`config.mk`:
```
export PLATFORM = sky130hd
export DESIGN_NAME = spi_tx_feeder_flat
export DESIGN_NICKNAME = d
export VERILOG_FILES = /design/src/rtl/spi_tx_feeder_pkg.sv /design/src/rtl/spi_tx_feeder_if.sv /design/src/rtl/spi_word_fifo.sv /design/src/rtl/spi_tx_feeder.sv /design/src/flat_wrapper.sv
export SDC_FILE = /design/constraint.sdc
export NUM_CORES = 1
export LEC_CHECK = 0
export BUFFER_PORTS_ARGS = -buffer_cell sky130_fd_sc_hd__buf_2
export CORE_MARGIN = 4
export CORE_UTILIZATION = 50
export CTS_BUF_LIST = sky130_fd_sc_hd__clkbuf_8 sky130_fd_sc_hd__clkbuf_16
export DETAILED_ROUTE_END_ITERATION = 10
export GPL_ROUTABILITY_DRIVEN = 1
export PLACE_DENSITY = 0.72
export SYNTH_ARGS = -nofsm -noshare
export SYNTH_HDL_FRONTEND = slang
export SYNTH_SLANG_ARGS = --single-unit
```
`constraint.sdc`:
```
create_clock -name clk -period 3.9 [get_ports clk]
set_input_delay 0.78 -clock clk [delete_from_list [all_inputs] [get_ports clk]]
set_output_delay 0.78 -clock clk [all_outputs]
set_load 0.01 [all_outputs]
```
`src/rtl/spi_tx_feeder_pkg.sv`:
```
// Shared types and helpers for the SPI transmit feeder.
package spi_feeder_pkg;

  localparam int unsigned DW_DEFAULT = 12;

  typedef enum logic [1:0] {
    StIdle,
    StLaunch,
    StWaitDone,
    StGap
  } feeder_state_e;

  // Pointer width: address bits plus one wrap bit.
  function automatic int unsigned ptr_w(input int unsigned depth);
    return $clog2(depth) + 1;
  endfunction

endpackage

```
`src/rtl/spi_tx_feeder_if.sv`:
```
// System-side and SPI-side signal bundle of the transmit feeder.
interface spi_tx_feeder_if
  import spi_feeder_pkg::*;
#(
  parameter int unsigned DW    = DW_DEFAULT,
  parameter int unsigned DEPTH = 8
) ();

  localparam int unsigned LW = ptr_w(DEPTH);

  logic          wr_en;
  logic [DW-1:0] wr_data;
  logic          full;
  logic [LW-1:0] level;
  logic          overflow;
  logic          newd;
  logic [DW-1:0] din;
  logic          done;
  logic [DW-1:0] dout;
  logic [DW-1:0] rx_data;
  logic          rx_valid;
  logic          busy;
  logic          timeout_err;
  logic          clr_err;

  // Environment side: writes words, answers transfers, clears errors.
  modport master (
    output wr_en, wr_data, done, dout, clr_err,
    input  full, level, overflow, newd, din, rx_data, rx_valid, busy, timeout_err
  );

  // Feeder side.
  modport slave (
    input  wr_en, wr_data, done, dout, clr_err,
    output full, level, overflow, newd, din, rx_data, rx_valid, busy, timeout_err
  );

endinterface

```
`src/rtl/spi_word_fifo.sv`:
```
// Circular word FIFO with show-ahead read; pointers carry an extra wrap bit.
module spi_word_fifo
  import spi_feeder_pkg::*;
#(
  parameter int unsigned DW    = DW_DEFAULT,
  parameter int unsigned DEPTH = 8
) (
  input  logic                    clk,
  input  logic                    rst,
  input  logic                    push,
  input  logic                    pop,
  input  logic [DW-1:0]           wdata,
  output logic [DW-1:0]           rdata,
  output logic                    full,
  output logic                    empty,
  output logic [ptr_w(DEPTH)-1:0] level
);

  localparam int unsigned PW = ptr_w(DEPTH);
  localparam int unsigned AW = PW - 1;

  logic [DW-1:0] mem_q [DEPTH];
  logic [PW-1:0] wptr_q, rptr_q;
  logic          do_push, do_pop;

  assign level   = wptr_q - rptr_q;
  assign empty   = (wptr_q == rptr_q);
  assign full    = (level == PW'(DEPTH));
  assign do_pop  = pop & ~empty;
  // A pop frees the head slot this cycle, so a push while full is still taken.
  assign do_push = push & (~full | do_pop);
  assign rdata   = mem_q[rptr_q[AW-1:0]];

  // Storage: no reset, emptiness is defined by the pointers alone.
  always_ff @(posedge clk) begin
    if (do_push) mem_q[wptr_q[AW-1:0]] <= wdata;
  end

  // Pointer update.
  always_ff @(posedge clk or negedge rst) begin
    if (!rst) begin
      wptr_q <= '0;
      rptr_q <= '0;
    end else begin
      if (do_push) wptr_q <= wptr_q + 1'b1;
      if (do_pop)  rptr_q <= rptr_q + 1'b1;
    end
  end

endmodule

```
`src/rtl/spi_tx_feeder.sv`:
```
// Buffers words and issues them one at a time to the SPI master via newd/din,
// returning each received word with a one-cycle valid strobe.
module spi_tx_feeder
  import spi_feeder_pkg::*;
#(
  parameter int unsigned DW          = DW_DEFAULT,
  parameter int unsigned DEPTH       = 8,
  parameter int unsigned HOLD_CYC    = 16,
  parameter int unsigned GAP_CYC     = 4,
  parameter int unsigned TIMEOUT_CYC = 4096
) (
  input logic            clk,
  input logic            rst,
  spi_tx_feeder_if.slave bus
);

  localparam int unsigned LW  = ptr_w(DEPTH);
  localparam int unsigned HCW = $clog2(HOLD_CYC) + 1;
  localparam int unsigned GCW = $clog2(GAP_CYC) + 1;
  localparam int unsigned TCW = $clog2(TIMEOUT_CYC) + 1;

  feeder_state_e  state_q, state_d;
  logic [HCW-1:0] hold_q, hold_d;
  logic [GCW-1:0] gap_q, gap_d;
  logic [TCW-1:0] tmo_q, tmo_d;
  logic           newd_q, newd_d;
  logic [DW-1:0]  din_q, din_d;
  logic [DW-1:0]  rx_data_q, rx_data_d;
  logic           rx_valid_q, rx_valid_d;
  logic           overflow_q, timeout_err_q;
  logic           ovf_set, tmo_set;

  logic           fifo_pop, fifo_full, fifo_empty;
  logic [DW-1:0]  fifo_head;
  logic [LW-1:0]  fifo_level;

  spi_word_fifo #(
    .DW   (DW),
    .DEPTH(DEPTH)
  ) u_fifo (
    .clk  (clk),
    .rst  (rst),
    .push (bus.wr_en),
    .pop  (fifo_pop),
    .wdata(bus.wr_data),
    .rdata(fifo_head),
    .full (fifo_full),
    .empty(fifo_empty),
    .level(fifo_level)
  );

  // A write refused for lack of space; a same-cycle pop makes room.
  assign ovf_set = bus.wr_en & fifo_full & ~fifo_pop;

  // Transfer sequencing: launch, hold newd, await done or timeout, then gap.
  always_comb begin
    state_d    = state_q;
    hold_d     = hold_q;
    gap_d      = gap_q;
    tmo_d      = tmo_q;
    newd_d     = newd_q;
    din_d      = din_q;
    rx_data_d  = rx_data_q;
    rx_valid_d = 1'b0;
    fifo_pop   = 1'b0;
    tmo_set    = 1'b0;
    unique case (state_q)
      StIdle: begin
        if (!fifo_empty) begin
          fifo_pop = 1'b1;
          din_d    = fifo_head;
          newd_d   = 1'b1;
          hold_d   = HCW'(HOLD_CYC - 1);
          tmo_d    = TCW'(TIMEOUT_CYC - 1);
          state_d  = StLaunch;
        end
      end
      StLaunch, StWaitDone: begin
        if (bus.done) begin
          newd_d     = 1'b0;
          rx_data_d  = bus.dout;
          rx_valid_d = 1'b1;
          gap_d      = GCW'(GAP_CYC - 1);
          state_d    = StGap;
        end else if (tmo_q == '0) begin
          newd_d  = 1'b0;
          tmo_set = 1'b1;
          gap_d   = GCW'(GAP_CYC - 1);
          state_d = StGap;
        end else begin
          tmo_d = tmo_q - 1'b1;
          if (state_q == StLaunch) begin
            if (hold_q == '0) begin
              newd_d  = 1'b0;
              state_d = StWaitDone;
            end else begin
              hold_d = hold_q - 1'b1;
            end
          end
        end
      end
      StGap: begin
        if (gap_q == '0) state_d = StIdle;
        else             gap_d   = gap_q - 1'b1;
      end
      default: state_d = StIdle;
    endcase
  end

  // State, counters and registered outputs; a new error beats clr_err.
  always_ff @(posedge clk or negedge rst) begin
    if (!rst) begin
      state_q       <= StIdle;
      hold_q        <= '0;
      gap_q         <= '0;
      tmo_q         <= '0;
      newd_q        <= 1'b0;
      din_q         <= '0;
      rx_data_q     <= '0;
      rx_valid_q    <= 1'b0;
      overflow_q    <= 1'b0;
      timeout_err_q <= 1'b0;
    end else begin
      state_q       <= state_d;
      hold_q        <= hold_d;
      gap_q         <= gap_d;
      tmo_q         <= tmo_d;
      newd_q        <= newd_d;
      din_q         <= din_d;
      rx_data_q     <= rx_data_d;
      rx_valid_q    <= rx_valid_d;
      overflow_q    <= ovf_set | (overflow_q & ~bus.clr_err);
      timeout_err_q <= tmo_set | (timeout_err_q & ~bus.clr_err);
    end
  end

  assign bus.full        = fifo_full;
  assign bus.level       = fifo_level;
  assign bus.overflow    = overflow_q;
  assign bus.newd        = newd_q;
  assign bus.din         = din_q;
  assign bus.rx_data     = rx_data_q;
  assign bus.rx_valid    = rx_valid_q;
  assign bus.busy        = (state_q != StIdle);
  assign bus.timeout_err = timeout_err_q;

endmodule

```
`src/flat_wrapper.sv`:
```
// flat-port wrapper written by rule: the top's interface ports become plain ports
module spi_tx_feeder_flat import spi_feeder_pkg::*;
#(
  parameter int unsigned DW          = DW_DEFAULT,
  parameter int unsigned DEPTH       = 8,
  parameter int unsigned HOLD_CYC    = 16,
  parameter int unsigned GAP_CYC     = 4,
  parameter int unsigned TIMEOUT_CYC = 4096
)
  (clk, rst, bus_wr_en, bus_wr_data, bus_done, bus_dout, bus_clr_err, bus_full, bus_level, bus_overflow, bus_newd, bus_din, bus_rx_data, bus_rx_valid, bus_busy, bus_timeout_err);
  spi_tx_feeder_if #(.DW(DW), .DEPTH(DEPTH)) bus_i ();
  input logic clk;
  input logic rst;
  input wire logic [$bits(bus_i.wr_en)-1:0] bus_wr_en;
  input wire logic [$bits(bus_i.wr_data)-1:0] bus_wr_data;
  input wire logic [$bits(bus_i.done)-1:0] bus_done;
  input wire logic [$bits(bus_i.dout)-1:0] bus_dout;
  input wire logic [$bits(bus_i.clr_err)-1:0] bus_clr_err;
  output wire logic [$bits(bus_i.full)-1:0] bus_full;
  output wire logic [$bits(bus_i.level)-1:0] bus_level;
  output wire logic [$bits(bus_i.overflow)-1:0] bus_overflow;
  output wire logic [$bits(bus_i.newd)-1:0] bus_newd;
  output wire logic [$bits(bus_i.din)-1:0] bus_din;
  output wire logic [$bits(bus_i.rx_data)-1:0] bus_rx_data;
  output wire logic [$bits(bus_i.rx_valid)-1:0] bus_rx_valid;
  output wire logic [$bits(bus_i.busy)-1:0] bus_busy;
  output wire logic [$bits(bus_i.timeout_err)-1:0] bus_timeout_err;
  assign bus_i.wr_en = bus_wr_en;
  assign bus_i.wr_data = bus_wr_data;
  assign bus_i.done = bus_done;
  assign bus_i.dout = bus_dout;
  assign bus_i.clr_err = bus_clr_err;
  assign bus_full = bus_i.full;
  assign bus_level = bus_i.level;
  assign bus_overflow = bus_i.overflow;
  assign bus_newd = bus_i.newd;
  assign bus_din = bus_i.din;
  assign bus_rx_data = bus_i.rx_data;
  assign bus_rx_valid = bus_i.rx_valid;
  assign bus_busy = bus_i.busy;
  assign bus_timeout_err = bus_i.timeout_err;
  spi_tx_feeder #(.DW(DW), .DEPTH(DEPTH), .HOLD_CYC(HOLD_CYC), .GAP_CYC(GAP_CYC), .TIMEOUT_CYC(TIMEOUT_CYC)) u_core (.clk(clk), .rst(rst), .bus(bus_i));
endmodule
```
==> results.md, run 1 <==
- Status: completed
- End-of-flow core utilization: 60.2%
- Routed WL: 13.4 mm
- Initial core utilization: 51.3%
- Largest stage delay, worst path: just over 0.9 ns
- CTS Hold Bufs: 0
- Clk pwr share: 25.1%
- Die Ht: 122 µm
- Share of cells above drive strength 1: 28.5%
- Fin crit share: 89.8%
- Power Dens Cells: 811 nW/µm²
- Hold crit path type: in2async
- Row Count: 41
- Detailed Route Iter0 Violations: 293
- Synth area leader: edfxtp_1
- Post-CTS Resized: 0
- Highest clock rate: 0.285 GHz
- P_int: 0.00400 W
- Worst-skew pair later-pin latency: 0.42 ns
- Ant diodes: 0
- Reg area: ~4400 µm²
- Most frequent cells in the layout: edfxtp_1 (96), buf_2 (62), dfrtp_1 (59)
- Sw frac: 35.7%
- Clk_skew: ~0.0069 ns
- # setup viols final: 0
- Largest cells by area after synthesis: edfxtp_1 (44%), dfrtp_1 (23%), mux4_2 (8.3%)
- Tightest Pin Transition: 1.23 ns
- CP arrival: approximately 3.5 ns
- Gpl congestion: about 0.88
- Area of the multi-input gates: a little over 2000 µm²
- Number of synthesized register bits: 155
- Max VDD drop: 0.585 mV
- Top cell type's share of synthesized area: 44.2%
- H-tree lvl count: 4
- Num Clock Sinks: roughly 160
- Post-route ant nets: 0
- GRT overflow: 0
- DRC viols: 0
- Cell count after placement: 669
- Post-CTS setup repair buffer count: 0
- Non-Filler Instances: ~700
- Max cap viols: 0
- IO Port Bufs: just over 60
- CTS buffer count: 17
- RSZ-0062 raised after global routing: no
- Area growth syn-to-layout: 17.5%
- Largest net degree at the start of global routing: 42
- Syn avg cell area: about 15 µm²
- First-pass GRT wire length: 21.5 mm
- Filler cell count: slightly above 1000
- Die X: 122 µm
- CP max FO: 15
- WP data required: a little under 4 ns
- Post-synth cell types: 45
- Core area: 12700 µm²
- CTS tree: yes
- Critical Path Start Type: flip-flop
- Routed len/inst: ~19 µm
- Cell area after synthesis: 6530 µm²
- Hpwl dp: 9.02 mm
- Drt pass-1 iters: 6
- Clock transition at path regs: 0.06 ns
- Net switching power: 0.00222 W
- Largest buffer count on any clock path: 2
- Worst path cell trace: inv_1, ha_1, a21oi_1, and3b_1, o41ai_4, buf_4, nand2b_1, nor2_1
- Setup TNS: 0 ns
- Slowest-stage cell, CP: nor2_1
- Grt peak-use layer: met2
- CP endpoint kind: flip-flop
- Post-layout min period: between 3 and 4 ns
- Total Nets Final: 561
- IO Count: 63
- Grt met1 use: 23.7%
- Routed via count: 3920
- Leak: 2.89 nW
- Reg power frac: 38.6%
- Crit path kind: reg2reg
- Via/cell ratio: 5.59
- Vias in the first global route: 4085
- Root buf cell: clkbuf_16
- Cell count after synthesis: between 400 and 500
- GR Util met3: 5.16%
- Initial antenna violation count: 0
- Slew Limit Fails: 0
- Gate power share: 36.3%
- Power Total: 0.00622 W
- Register area share after synthesis: 66.8%
- Fin. Hold Viols: 0
- Die area: about 15000 µm²
- Grt met2 use: around a third
- GRT Total Usage: 19.5%
- Synth warn: 0
- Syn nets: ~490
- Max transition margin: 17.6%
- Commonest non-fill, non-tap cell in the layout: edfxtp_1
==> Yosys cell counts, drive strengths merged <==
master	instances
a211o	2
a211oi	1
a21boi	1
a21o	1
a21oi	9
a22oi	1
a31oi	17
a41oi	3
and2	3
and3	5
and3b	1
and4	2
buf	8
clkbuf	11
dfrtp	59
edfxtp	96
fa	1
ha	15
inv	20
mux2	13
mux4	24
nand2	44
nand2b	4
nand3	12
nand3b	1
nand4	7
nand4b	1
nor2	27
nor3	8
nor3b	2
nor4	7
nor4b	2
o211ai	1
o21ai	9
o22ai	2
o32ai	1
o41ai	1
or3	2
or4	1
or4bb	1
xnor2	5
xor2	11
==> per-layer routing <==
| metal | vias to the layer above | share of wire [%] | wire length (µm) |
|---|---|---|---|
| li1 | 1814 | - | - |
| met1 | 1980 | 41 | 5530 |
| met2 | 114 | 53 | 7100 |
| met3 | 12 | 5.0 | 670 |
| met4 | 0 | 0.99 | 133 |
| met5 | - | 0 | 0 |
==> sequential cells by signal, indices dropped and copies added, names as in the netlist <==
register,count
u_core.bus.din,12
u_core.bus.rx_data,12
u_core.bus.timeout_err,1
u_core.bus.newd,1
u_core.gap_q,3
u_core.state_q,2
u_core.u_fifo.wptr_q,4
u_core.u_fifo.rptr_q,4
u_core.bus.overflow,1
u_core.bus.rx_valid,1
u_core.u_fifo.mem_q,96
u_core.hold_q,5
u_core.tmo_q,13
==> power groups by stage <==
stage          sequential, W  clock (W)  combinational, W
6_report             0.00240    0.00156           0.00226
5_1_grt              0.00244    0.00167           0.00249
4_1_cts              0.00240    0.00159           0.00229
3_5_place_dp         0.00243          0           0.00227
3_3_place_gp         0.00240          0           0.00221
2_1_floorplan        0.00242          0           0.00151
==> path summary, 6_finish.rpt <==
path	slack, ns	cells after the start	to	startpoint
max in group asynchronous	2.64	2	u_core.bus.rx_data[3]$_DFFE_PN0P_	rst
max reg2reg	0.40	8	u_core.u_fifo.mem_q[6][7]$_DFFE_PP_	u_core.u_fifo.rptr_q[2]$_DFFE_PN0P_
min reg2reg	0.50	1	u_core.bus.rx_data[1]$_DFFE_PN0P_	u_core.bus.rx_data[1]$_DFFE_PN0P_
min in group clk	0.50	1	u_core.bus.rx_data[1]$_DFFE_PN0P_	u_core.bus.rx_data[1]$_DFFE_PN0P_
max	0.40	8	u_core.u_fifo.mem_q[6][7]$_DFFE_PP_	u_core.u_fifo.rptr_q[2]$_DFFE_PN0P_
min	0.34	1	u_core.tmo_q[1]$_DFFE_PN0P_	rst
==> critical path, delay by kind of cell, from the launching register on <==
family | cells | cell delay, ns
flops | 1 | 0.68
buf+inv | 2 | 0.33
simple gates | 3 | 1.44
fa+ha+maj | 1 | 0.35
compound gates | 2 | 0.31
==> layout make-up <==
cell class / count / share of cell area (%)
Multi-Input combinational cell: 248 / 26.7
Timing Repair Buffer: 74 / 5.22
Sequential cell: 155 / 56.9
Clock inverter: 13 / 1.52
Inverter: 20 / 0.979
Tap cell: 172 / 2.81
Clock buffer: 19 / 5.91
==> stage by stage <==
step | hold WS, ns | cell area (µm²) | setup slack [ns]
after global placement | 0.483 | 7100 | 0.578
after detailed placement | 0.490 | 7100 | 0.401
after CTS | 0.335 | 7660 | 0.378
after floorplan | 0.484 | 6530 | 0.182
final | 0.335 | 7660 | 0.396
after global routing | 0.344 | 7660 | 0.185
==> cells by family after synthesis <==
family                   share of synthesized area, %
XOR/XNOR                                         2.26
buffers and inverters                            2.40
adder cells (fa/ha/maj)                          3.18
AO/OA/AOI/OAI                                    5.01
multiplexers                                     10.5
flip-flops                                       66.8
AND/OR/NAND/NOR                                  9.82
No activity file was read; power rests on OpenSTA's default activity.
==> run 2: changes to the inputs <==
--- a/config.mk
+++ b/config.mk
@@ -7,11 +7,12 @@
 export LEC_CHECK = 0
 export BUFFER_PORTS_ARGS = -buffer_cell sky130_fd_sc_hd__buf_2
 export CORE_MARGIN = 4
-export CORE_UTILIZATION = 50
+export CORE_UTILIZATION = 53
 export CTS_BUF_LIST = sky130_fd_sc_hd__clkbuf_8 sky130_fd_sc_hd__clkbuf_16
+export CTS_CLUSTER_DIAMETER = 100
 export DETAILED_ROUTE_END_ITERATION = 10
 export GPL_ROUTABILITY_DRIVEN = 1
-export PLACE_DENSITY = 0.72
+export PLACE_DENSITY = 0.75
 export SYNTH_ARGS = -nofsm -noshare
 export SYNTH_HDL_FRONTEND = slang
 export SYNTH_SLANG_ARGS = --single-unit
==> run 2 against run 1 <==
  * First-iteration DRC count is 18% higher
  * Sequential share of layout area decreased by 0.33 points
  * Critical path type is now reg2out
  * Core utilization increased by 3.9 points
  * Final area is 0.59% higher
  * Largest power group unchanged
  * Non-clock buffer count increased by 4
  * Hold slack improved by 0.057 ns
  * Largest cell class unchanged
  * Maximum frequency grew 0.98%
  * Register-to-register slack better by 0.14 ns
==> results.md, run 2 (same netlist as run 1, synthesis figures left out) <==
- Commonest non-fill, non-tap cell in the layout: edfxtp_1
- Slowest-stage cell, CP: dfrtp_1
- Clk_skew: 0.0105 ns
- Gpl congestion: around 0.85
- Status: completed
- Share of cells above drive strength 1: 28.3%
- # setup viols final: 0
- Worst-skew pair later-pin latency: 0.42 ns
- WP data required: 3.12 ns
- Grt peak-use layer: met2
- Max transition margin: 22.3%
- Largest stage delay, worst path: between 0.4 and 0.5 ns
- Delay-heaviest family, CP: simple AND/OR/NAND/NOR gates
- Root buf cell: clkbuf_16
- Post-CTS setup repair buffer count: 0
- Routed len/inst: between 15 and 20 µm
- Most frequent cells in the layout: edfxtp_1 (96), buf_2 (62), dfrtp_1 (59)
- Ant diodes: 0
- Die Ht: 119 µm
- CTS buffer count: 17
- CP most frequent cell: inv_1
- Tightest Pin Transition: 1.16 ns
- Post-route ant nets: 0
- Leak: roughly 3 nW
- Post-CTS Resized: 0
- End-of-flow core utilization: 64.2%
- First-pass GRT wire length: 21.9 mm
- CP max FO: 4
- Hold slack: 0.392 ns
- Die area: 14200 µm²
- DRC viols: 0
- IO Port Bufs: 62
- Largest buffer count on any clock path: 2
- Area growth syn-to-layout: 18.2%
- Largest register FFs: 96
- Filler cell count: 867
- GRT Total Usage: 20.4%
- Routed WL: 13.5 mm
- Max cap viols: 0
- Vias in the first global route: 4163
- Slew Limit Fails: 0
- Total Nets Final: 565
- Fin crit share: 89.0%
- GR Util met3: under 10%
- Post-layout min period: 3.47 ns
- Worst path cell trace: inv_1, ha_1, inv_1, fa_1, xor2_1, or3_1, nor3_1, buf_2
- Detailed Route Iter0 Violations: 345
- GRT overflow: 0
- Num Clock Sinks: between 150 and 200
- Power Dens Cells: 831 nW/µm²
- Hpwl dp: 8.88 mm
- Fin. Hold Viols: 0
- CP arrival: 2.69 ns
- Die X: about 120 µm
- H-tree lvl count: 4
- Crit path kind: reg2out
- CTS tree: yes
- Design Area, Final: 7710 µm²
- Critical Path Start Type: flip-flop
- CP endpoint kind: primary output
- CTS Hold Bufs: 0
- Via/cell ratio: 5.86
- Grt met1 use: 24.8%
- Largest net degree at the start of global routing: 34
- RSZ-0062 raised after global routing: no
- Setup TNS: 0 ns
- Initial antenna violation count: 0
- IO Count: 63
- Hold crit path type: in2async
- Drt pass-1 iters: 5
- Core area: 12000 µm²
- Row Count: 40
- Worst Path Buf+Inv: 3
- Grt met2 use: 35.0%
- Initial core utilization: 54.3%
- Placed Area: 7080 µm²
- Max VDD drop: slightly below 0.6 mV
- Highest clock rate: around 0.29 GHz
- Clock transition at path regs: 0.06 ns
- Routed via count: ~4000
-- run 2: cell types whose count changed in the layout (fill, tap and decap cells not counted), sizes merged --
cell,delta
inv,+1
buf,+4
bufinv,+3
clkinvlp,+1
clkinv,-3
clkbuf,-2
-- run 2: layout make-up --
class | count | area [µm²] | area share [%]
Clock buffer | 17 | 425 | 5.52
Clock inverter | 15 | 200 | 2.60
Inverter | 20 | 75.1 | 0.974
Multi-Input combinational cell | 248 | 2040 | 26.4
Sequential cell | 155 | 4360 | 56.5
Tap cell | 147 | 184 | 2.39
Timing Repair Buffer | 78 | 430 | 5.58
-- run 2: power by group --
group	internal (W)	switching, W	total, W
Combinational	0.000933	0.00137	0.00231
Sequential	0.00216	0.000200	0.00236
Clock	0.00107	0.000663	0.00174
Total	0.00417	0.00224	0.00640
-- run 2: path summary, 6_finish.rpt --
path / start / end / slack, ns / depth (start not counted)
max: u_core.u_fifo.wptr_q[0]$_DFFE_PN0P_ / bus_full / 0.43 / 8
min: rst / u_core.hold_q[2]$_DFFE_PN0P_ / 0.39 / 1
max reg2reg: u_core.u_fifo.wptr_q[0]$_DFFE_PN0P_ / u_core.u_fifo.mem_q[2][10]$_DFFE_PP_ / 0.54 / 10
min reg2reg: u_core.bus.rx_data[11]$_DFFE_PN0P_ / u_core.bus.rx_data[11]$_DFFE_PN0P_ / 0.50 / 1
max in group asynchronous: rst / u_core.bus.timeout_err$_DFF_PN0_ / 2.63 / 2
min in group clk: u_core.bus.rx_data[11]$_DFFE_PN0P_ / u_core.bus.rx_data[11]$_DFFE_PN0P_ / 0.50 / 1
-- run 2: layer usage --
| layer | up-vias | share of wire (%) |
|---|---|---|
| met1 | 2008 | 40 |
| met4 | 0 | 1.8 |
| met3 | 18 | 5.3 |
| met5 | - | 0 |
| met2 | 144 | 53 |
| li1 | 1817 | - |
-- run 2: worst reg2reg max path: cells and delay by family, from the launching register on --
kind                       cells  cell delay [ns]
AOI/OAI and AO/OA              1             0.09
buffers and inverters          3             0.40
xor gates and xnor gates       1             0.20
and+or+nand+nor                3             1.30
DFF                            1             0.42
adders and majority gates      2             0.58
-- run 2: stage by stage --
step	worst slack [ns]	total power, W	instances
global placement	0.720	0.00461	648
finish	0.430	0.00640	680
global route	0.262	0.00678	680
CTS	0.409	0.00646	680
detailed placement	0.531	0.00471	648
floorplan	0.182	0.00393	442
